[config.mk]
export PLATFORM = sky130hd
export DESIGN_NAME = exp_result_drain_flat
export DESIGN_NICKNAME = d
export VERILOG_FILES = /design/src/rtl/exp_result_drain_if.sv /design/src/rtl/exp_result_drain.sv /design/src/flat_wrapper.sv
export SDC_FILE = /design/constraint.sdc
export NUM_CORES = 1
export LEC_CHECK = 0
export BUFFER_PORTS_ARGS = -buffer_cell sky130_fd_sc_hd__buf_2
export CAP_MARGIN = 10
export CORE_ASPECT_RATIO = 1.4
export CORE_MARGIN = 5
export CORE_UTILIZATION = 40
export CTS_BUF_LIST = sky130_fd_sc_hd__clkbuf_16
export CTS_CLUSTER_SIZE = 20
export DETAILED_ROUTE_END_ITERATION = 8
export GPL_TIMING_DRIVEN = 0
export PLACE_DENSITY = 0.64
export SYNTH_ARGS = -nofsm -noshare
export SYNTH_HDL_FRONTEND = slang
export SYNTH_SLANG_ARGS = --single-unit
[constraint.sdc]
create_clock -name clk -period 3.78 [get_ports clk]
set_input_delay 0.567 -clock clk [delete_from_list [all_inputs] [get_ports clk]]
set_output_delay 0.567 -clock clk [all_outputs]
set_load 0.1 [all_outputs]
[src/rtl/exp_result_drain_if.sv]
// FIFO read port between the exponential accumulator's output FIFO and its consumer.
// Handshake: `ready` means the FIFO is non-empty; a one-cycle `read` pops a word, and `q` carries it the cycle after.
interface exp_result_drain_if #(
    parameter int DATA_W = 18
);
    logic              ready;
    logic [DATA_W-1:0] q;
    logic              read;

    modport master (
        input  ready,
        input  q,
        output read
    );

    modport slave (
        output ready,
        output q,
        input  read
    );
endinterface

[src/rtl/exp_result_drain.sv]
// Drains NUM_WORDS results from the accumulator FIFO per `go`, summing them and tracking the maximum.
// Each word costs WAIT -> POP -> CAPTURE, so `ready` is always re-sampled after the FIFO has updated.
module exp_result_drain #(
    parameter int DATA_W    = 18,
    parameter int NUM_WORDS = 5,
    parameter int SUM_W     = 21
) (
    input  logic                  clk,
    input  logic                  rst,
    input  logic                  go,
    exp_result_drain_if.master    fifo,
    output logic                  busy,
    output logic                  done,
    output logic [SUM_W-1:0]      sum,
    output logic [DATA_W-1:0]     max_val,
    output logic [3:0]            count,
    output logic                  ovf,
    output logic [2:0]            dbg_state
);

    localparam logic [2:0] S_IDLE    = 3'd0;
    localparam logic [2:0] S_WAIT    = 3'd1;
    localparam logic [2:0] S_POP     = 3'd2;
    localparam logic [2:0] S_CAPTURE = 3'd3;
    localparam logic [2:0] S_DONE    = 3'd4;

    localparam logic [3:0] LP_NUM_WORDS = 4'(NUM_WORDS);

    logic [2:0]        r_state;
    logic [2:0]        w_state_next;
    logic [SUM_W-1:0]  r_sum;
    logic [DATA_W-1:0] r_max;
    logic [3:0]        r_count;
    logic              r_ovf;

    logic [SUM_W:0]    w_sum_ext;
    logic [3:0]        w_count_inc;
    logic              w_last_word;
    logic              w_new_max;

    // One extra bit on the adder so the carry-out can feed the sticky overflow flag.
    assign w_sum_ext   = {1'b0, r_sum} + (SUM_W+1)'(fifo.q);
    assign w_count_inc = r_count + 4'd1;
    assign w_last_word = (w_count_inc == LP_NUM_WORDS);
    assign w_new_max   = (fifo.q > r_max);

    always_comb begin
        w_state_next = r_state;
        case (r_state)
            S_IDLE: begin
                if (go) begin
                    w_state_next = S_WAIT;
                end
            end
            S_WAIT: begin
                if (fifo.ready) begin
                    w_state_next = S_POP;
                end
            end
            S_POP: begin
                w_state_next = S_CAPTURE;
            end
            S_CAPTURE: begin
                w_state_next = w_last_word ? S_DONE : S_WAIT;
            end
            S_DONE: begin
                w_state_next = S_IDLE;
            end
            default: begin
                w_state_next = S_IDLE;
            end
        endcase
    end

    always_ff @(posedge clk) begin
        if (rst) begin
            r_state <= S_IDLE;
            r_sum   <= '0;
            r_max   <= '0;
            r_count <= '0;
            r_ovf   <= 1'b0;
        end else begin
            r_state <= w_state_next;
            case (r_state)
                S_IDLE: begin
                    // Results from the previous session hold until the next start.
                    if (go) begin
                        r_sum   <= '0;
                        r_max   <= '0;
                        r_count <= '0;
                        r_ovf   <= 1'b0;
                    end
                end
                S_CAPTURE: begin
                    r_sum   <= w_sum_ext[SUM_W-1:0];
                    r_ovf   <= r_ovf | w_sum_ext[SUM_W];
                    r_count <= w_count_inc;
                    if (w_new_max) begin
                        r_max <= fifo.q;
                    end
                end
                default: begin
                end
            endcase
        end
    end

    assign fifo.read = (r_state == S_POP);
    assign busy      = (r_state != S_IDLE);
    assign done      = (r_state == S_DONE);
    assign sum       = r_sum;
    assign max_val   = r_max;
    assign count     = r_count;
    assign ovf       = r_ovf;
    assign dbg_state = r_state;

endmodule

[src/flat_wrapper.sv]
// flat-port wrapper written by rule: the top's interface ports become plain ports
module exp_result_drain_flat 
#(
    parameter int DATA_W    = 18,
    parameter int NUM_WORDS = 5,
    parameter int SUM_W     = 21
)
  (clk, rst, go, busy, done, sum, max_val, count, ovf, dbg_state, fifo_ready, fifo_q, fifo_read);
  exp_result_drain_if #(.DATA_W(DATA_W)) fifo_i ();
  input  logic clk;
  input  logic rst;
  input  logic go;
  output logic busy;
  output logic done;
  output logic [SUM_W-1:0] sum;
  output logic [DATA_W-1:0] max_val;
  output logic [3:0] count;
  output logic ovf;
  output logic [2:0] dbg_state;
  input wire logic [$bits(fifo_i.ready)-1:0] fifo_ready;
  input wire logic [$bits(fifo_i.q)-1:0] fifo_q;
  output wire logic [$bits(fifo_i.read)-1:0] fifo_read;
  assign fifo_i.ready = fifo_ready;
  assign fifo_i.q = fifo_q;
  assign fifo_read = fifo_i.read;
  exp_result_drain #(.DATA_W(DATA_W), .NUM_WORDS(NUM_WORDS), .SUM_W(SUM_W)) u_core (.clk(clk), .rst(rst), .go(go), .fifo(fifo_i), .busy(busy), .done(done), .sum(sum), .max_val(max_val), .count(count), .ovf(ovf), .dbg_state(dbg_state));
endmodule
---- After elaboration in Yosys (flattened, before gate mapping) ----
Index checks and enable logic that the tools add are counted.
word-level totals
  register bits after elaboration ......... 47
  input port bits ......................... 22
  output and inout bits ................... 50
  logic and storage cells ................. 36
cells by class
  $add $sub $neg .......................... 2
  magnitude comparators ................... 1
  equality and inequality tests ........... 8
  mux-type cells .......................... 13
  bitwise gates (word level) .............. 1
  reductions and logical operators ........ 6
operators with widths
  operator               count
  $pmux W21 S2           1
  $mux W18               2
  $pmux W18 S2           1
  $add A21 B18 Y22       1
  $mux W21               1
  $gt A18 B18 Y1         1
  $pmux W3 S4            1
  $mux W3                3
  $pmux W4 S2            1
  $eq A3 B2 Y1 const B   2
  $add A4 B1 Y4 const B  1
  $eq A4 B3 Y1 const B   1
  $mux W4                1
  $ne A2 B2 Y1 const B   2
  $reduce_and A2 Y1      2
  $eq A3 B1 Y1 const B   1
  $eq A3 B3 Y1 const B   1
  $logic_not A3 Y1       1
  $reduce_and A3 Y1      1
  $reduce_bool A3 Y1     1
  $ne A2 B1 Y1 const B   1
  $pmux W1 S2            1
  $reduce_bool A2 Y1     1
  $mux W1                1
  $or A1 B1 Y1           1

---- Depth between registers and ports, before layout ----
  depth after elaboration ................. 4
  depth in mapped cells ................... 11
  mapped depth without buffers ............ 10

---- Worst setup path before layout ----
Ideal clock, no wire load.
  path type ............................... reg-to-output
  start point ............................. register u_core.r_state[1] (netlist: u_core.dbg_state[1])
  end point ............................... output fifo_read
  arrival ................................. 3326 ps
  data required time ...................... 3213 ps
  path slack .............................. -113 ps
  stages on the path, launching flop included .. 2
  buffers on the path ..................... 0
  path through ............................ dfxtp_1 -> nor3b_1
on the way
  longest elaborated chain between the ends .. 1
RTL lines
  item                    line                     RTL
  start, declared         exp_result_drain.sv:29   logic [2:0] r_state;
  start signal, assigned  exp_result_drain.sv:83   r_state <= w_state_next;
  $eq A3 B2 Y1            exp_result_drain.sv:108  assign fifo.read = (r_state == S_POP);
  end, declared           flat_wrapper.sv:22       output wire logic [$bits(fifo_i.read)-1:0] fifo_read;
Every way passes these cells.

---- Worst setup path in the final report ----
  start point ............................. input fifo_q[0]
  end point ............................... register u_core.r_sum[20] (netlist: u_core.sum[20])
on the way
  longest elaborated chain between the ends .. 2
RTL lines
  item                  line                    RTL
  start, declared       flat_wrapper.sv:21      input wire logic [$bits(fifo_i.q)-1:0] fifo_q;
  $add A21 B18 Y22      exp_result_drain.sv:42  assign w_sum_ext = {1'b0, r_sum} + (SUM_W+1)'(fifo.q);
  $pmux W21 S2          exp_result_drain.sv:84  case (r_state)
  end signal, assigned  exp_result_drain.sv:95  r_sum <= w_sum_ext[SUM_W-1:0];
  end, declared         exp_result_drain.sv:31  logic [SUM_W-1:0] r_sum;
Every way passes these cells.
A chain may end at the register's enable or synchronous reset.

==> metrics.csv <==
metric,value,unit
run status,finished clean,
non-filler instance count after layout,555,
hold path endpoint,u_core.max_val[14],
first-pass GRT wire length,13500,um
unrepaired setup endpoints after global routing,false,
Max VDD drop,0.000175,V
Final setup viols,0,
Post-CTS Resized,0,
Fin. Hold Viols,0,
CTS Buf Count,5,
initial antenna violation count,0,
Synth top area share,30.0,%
# clock sinks,47,
routability cong.,0.881,
"CP delay by family, top",compound AO/OA/AOI/OAI gates,
largest net degree at the start of global routing,15,
number of vias per cell,5.37,
ANT cells,0,
clock latency at the later pin of the worst-skew pair,0.29,ns
fraction of layout cells with a size suffix above 1,19.6,%
arrival time worst endpoint,2.91,ns
"commonest cells after routing, fill and taps aside","buf_2, nand2_1, dfxtp_1, ha_1, nor2_1",
capturing point of the worst reg2reg path,u_core.sum[20],
drt first pass iters,4,
Residual DRC,0,
Clock transition at path regs,0.07,ns
dpl cell area,3610,um^2
CTS tree,built,
clock group share of total power,36.9,%
hold-critical path depth,2,
CP Cell Sequence,buf_2 -> ha_1 -> inv_1 -> fa_1 -> nand2b_1 -> a21oi_1 -> o21ai_0 -> o21a_1 -> o22ai_1 -> a31oi_1 -> a41o_1,
chip height,115,um
DR vias,2980,
Max Slew Vio Count,0,
HPWL after DPL,6510,um
Die X,84.9,um
RR Startpoint,u_core.sum[0],
Slowest Stage Delay on Critical Path,0.38,ns
syn avg cell area,8.33,um^2
Die ar.,9740,um^2
PD cells,316,nW/um^2
# H-tree levels,2,
Reg power frac,43.0,%
I/O Buffers,70,
Worst Path Max Fanout,4,
Hold Path Class,flip-flop to flip-flop,
hold_buf cts,0,
Placed Instances,547,
Setup crit end kind,flip-flop,
setup TNS,0,ns
Clock Skews,0.00545,ns
Psw,0.374,mW
Tot Pwr,1.19,mW
"commonest non-fill, non-tap cell in the layout",buf_2,
grt total ovfl,0,
I/O pins,72,
P&R area growth vs syn,19.6,%
GRT Total Usage,17.3,%
Buf/Inv on CP,2,
YS warnings,0,
max_cap viols,0,
fin crit share,72.1,%
post-route cell area,3750,um^2
Int Power,0.813,mW
"Seq/Total Area, Yosys",30.0,%
R2R depth,10,
Slew @ Worst Pin,0.678,ns
clk buf depth,2,
"Cell Area, Synth",3140,um^2
Mapped Nets,438,
switching share of power,31.5,%
DRT iter0 DRCs,104,
crit path time final,2.72,ns
"Slowest-stage cell, CP",fa_1,
reg2reg setup slack,1.09,ns
crit path kind,input port to flip-flop,
Slew HR,54.4,%
number of synthesized register bits,47,
Worst setup SP type,input port,
Mapped Cells,377,
Fmax,367,MHz
Logic pwr share,20.1,%
Initial Utilization,40.8,%
post-route ant nets,0,
Synth cell types,51,
Clock Tree Root,clkbuf_16,
Yosys top cell by area,dfxtp_1,
postcts setup bufs,0,
drt wl/cell,15.0,um
NumNets Final,515,
hold_sp,u_core.max_val[14],
CORE AREA,7700,um^2
final wirelength,8330,um
vias in the first global route,2922,
Static Leak,1.92,nW
layout filler cell count,804,
CP required,3.97,ns
Synth area leaders,"dfxtp_1, ha_1, mux2i_1",
FP Rows,38,
==> final cells by class <==
| cell class | count | area, um^2 | area share (%) |
|---|---|---|---|
| Multi-Input combinational cell | 290 | 2030 | 54.0 |
| Clock buffer | 5 | 125 | 3.33 |
| Clock inverter | 3 | 15.0 | 0.400 |
| Inverter | 26 | 97.6 | 2.60 |
| Timing Repair Buffer | 70 | 350 | 9.33 |
| Sequential cell | 47 | 941 | 25.1 |
| Buffer | 14 | 73.8 | 1.97 |
| Tap cell | 100 | 125 | 3.33 |
==> worst max-delay path by stage <==
stage | endpoint | from | cells after the start
global route | u_core.sum[20] | fifo_q[0] | 11
floorplan | fifo_read | u_core.dbg_state[1] | 1
CTS | u_core.sum[20] | fifo_q[0] | 11
global placement | u_core.sum[20] | fifo_q[0] | 11
finish | u_core.sum[20] | fifo_q[0] | 11
detailed placement | u_core.sum[20] | fifo_q[0] | 11
==> worst min-delay path, stage by stage, from the launching register on <==
cell	delay (ns)
dfxtp_1	0.32
nand2_1	0.05
mux2i_1	0.06
==> layer usage <==
metal / wire length, um / vias up / GRT usage [%]
li1: - / 1500 / -
met1: 3450 / 1394 / 17.8
met2: 4270 / 66 / 33.0
met3: 361 / 20 / 4.01
met4: 248 / 0 / 7.81
met5: 0 / - / 0
==> registers in the layout (all words and copies together) (netlist names) <==
| signal | flops |
|---|---|
| u_core.ovf | 1 |
| u_core.sum | 21 |
| u_core.max_val | 18 |
| u_core.dbg_state | 3 |
| u_core.count | 4 |
==> kinds of logic after synthesis <==
logic type / synth area share, %
and+or+nand+nor: 17.7
AOI/OAI and AO/OA: 20.8
DFF: 30.0
buffers and inverters: 5.46
adders and majority gates: 15.8
muxes: 6.06
xor gates and xnor gates: 4.18
==> metrics by stage <==
step	setup WS, ns	hold slack (ns)	util, %
2_1_floorplan	-0.113	0.706	-
3_3_place_gp	0.779	0.456	46.9
3_5_place_dp	0.771	0.467	46.9
4_1_cts	1.07	0.476	48.7
5_1_grt	0.813	0.499	48.7
6_report	1.06	0.476	48.7
==> synthesized netlist by cell type, drive strengths merged <==
master / instances
a2111oi: 1
a211oi: 2
a21o: 22
a21oi: 25
a221oi: 2
a22o: 4
a22oi: 8
a31o: 1
a31oi: 1
a32o: 2
a32oi: 2
a41o: 2
and2: 1
and3: 2
and4: 1
buf: 3
clkbuf: 10
clkdlybuf4s50: 1
dfxtp: 47
fa: 1
ha: 38
inv: 26
mux2i: 19
nand2: 48
nand2b: 4
nand3: 6
nand3b: 1
nand4: 10
nor2: 37
nor2b: 3
nor3: 3
nor3b: 2
o211ai: 2
o21a: 2
o21ai: 10
o21bai: 2
o221ai: 1
o22ai: 4
o31ai: 1
or2: 1
or3: 3
or4: 1
xnor2: 10
xor2: 5
==> power by group through the flow <==
| stage | registers (mW) | clock network [mW] | logic [mW] |
|---|---|---|---|
| floorplan | 0.573 | 0 | 0.127 |
| global placement | 0.521 | 0 | 0.236 |
| detailed placement | 0.521 | 0 | 0.239 |
| CTS | 0.510 | 0.447 | 0.241 |
| global route | 0.511 | 0.469 | 0.260 |
| finish | 0.510 | 0.438 | 0.238 |
Power figures use the tool's default switching activity.
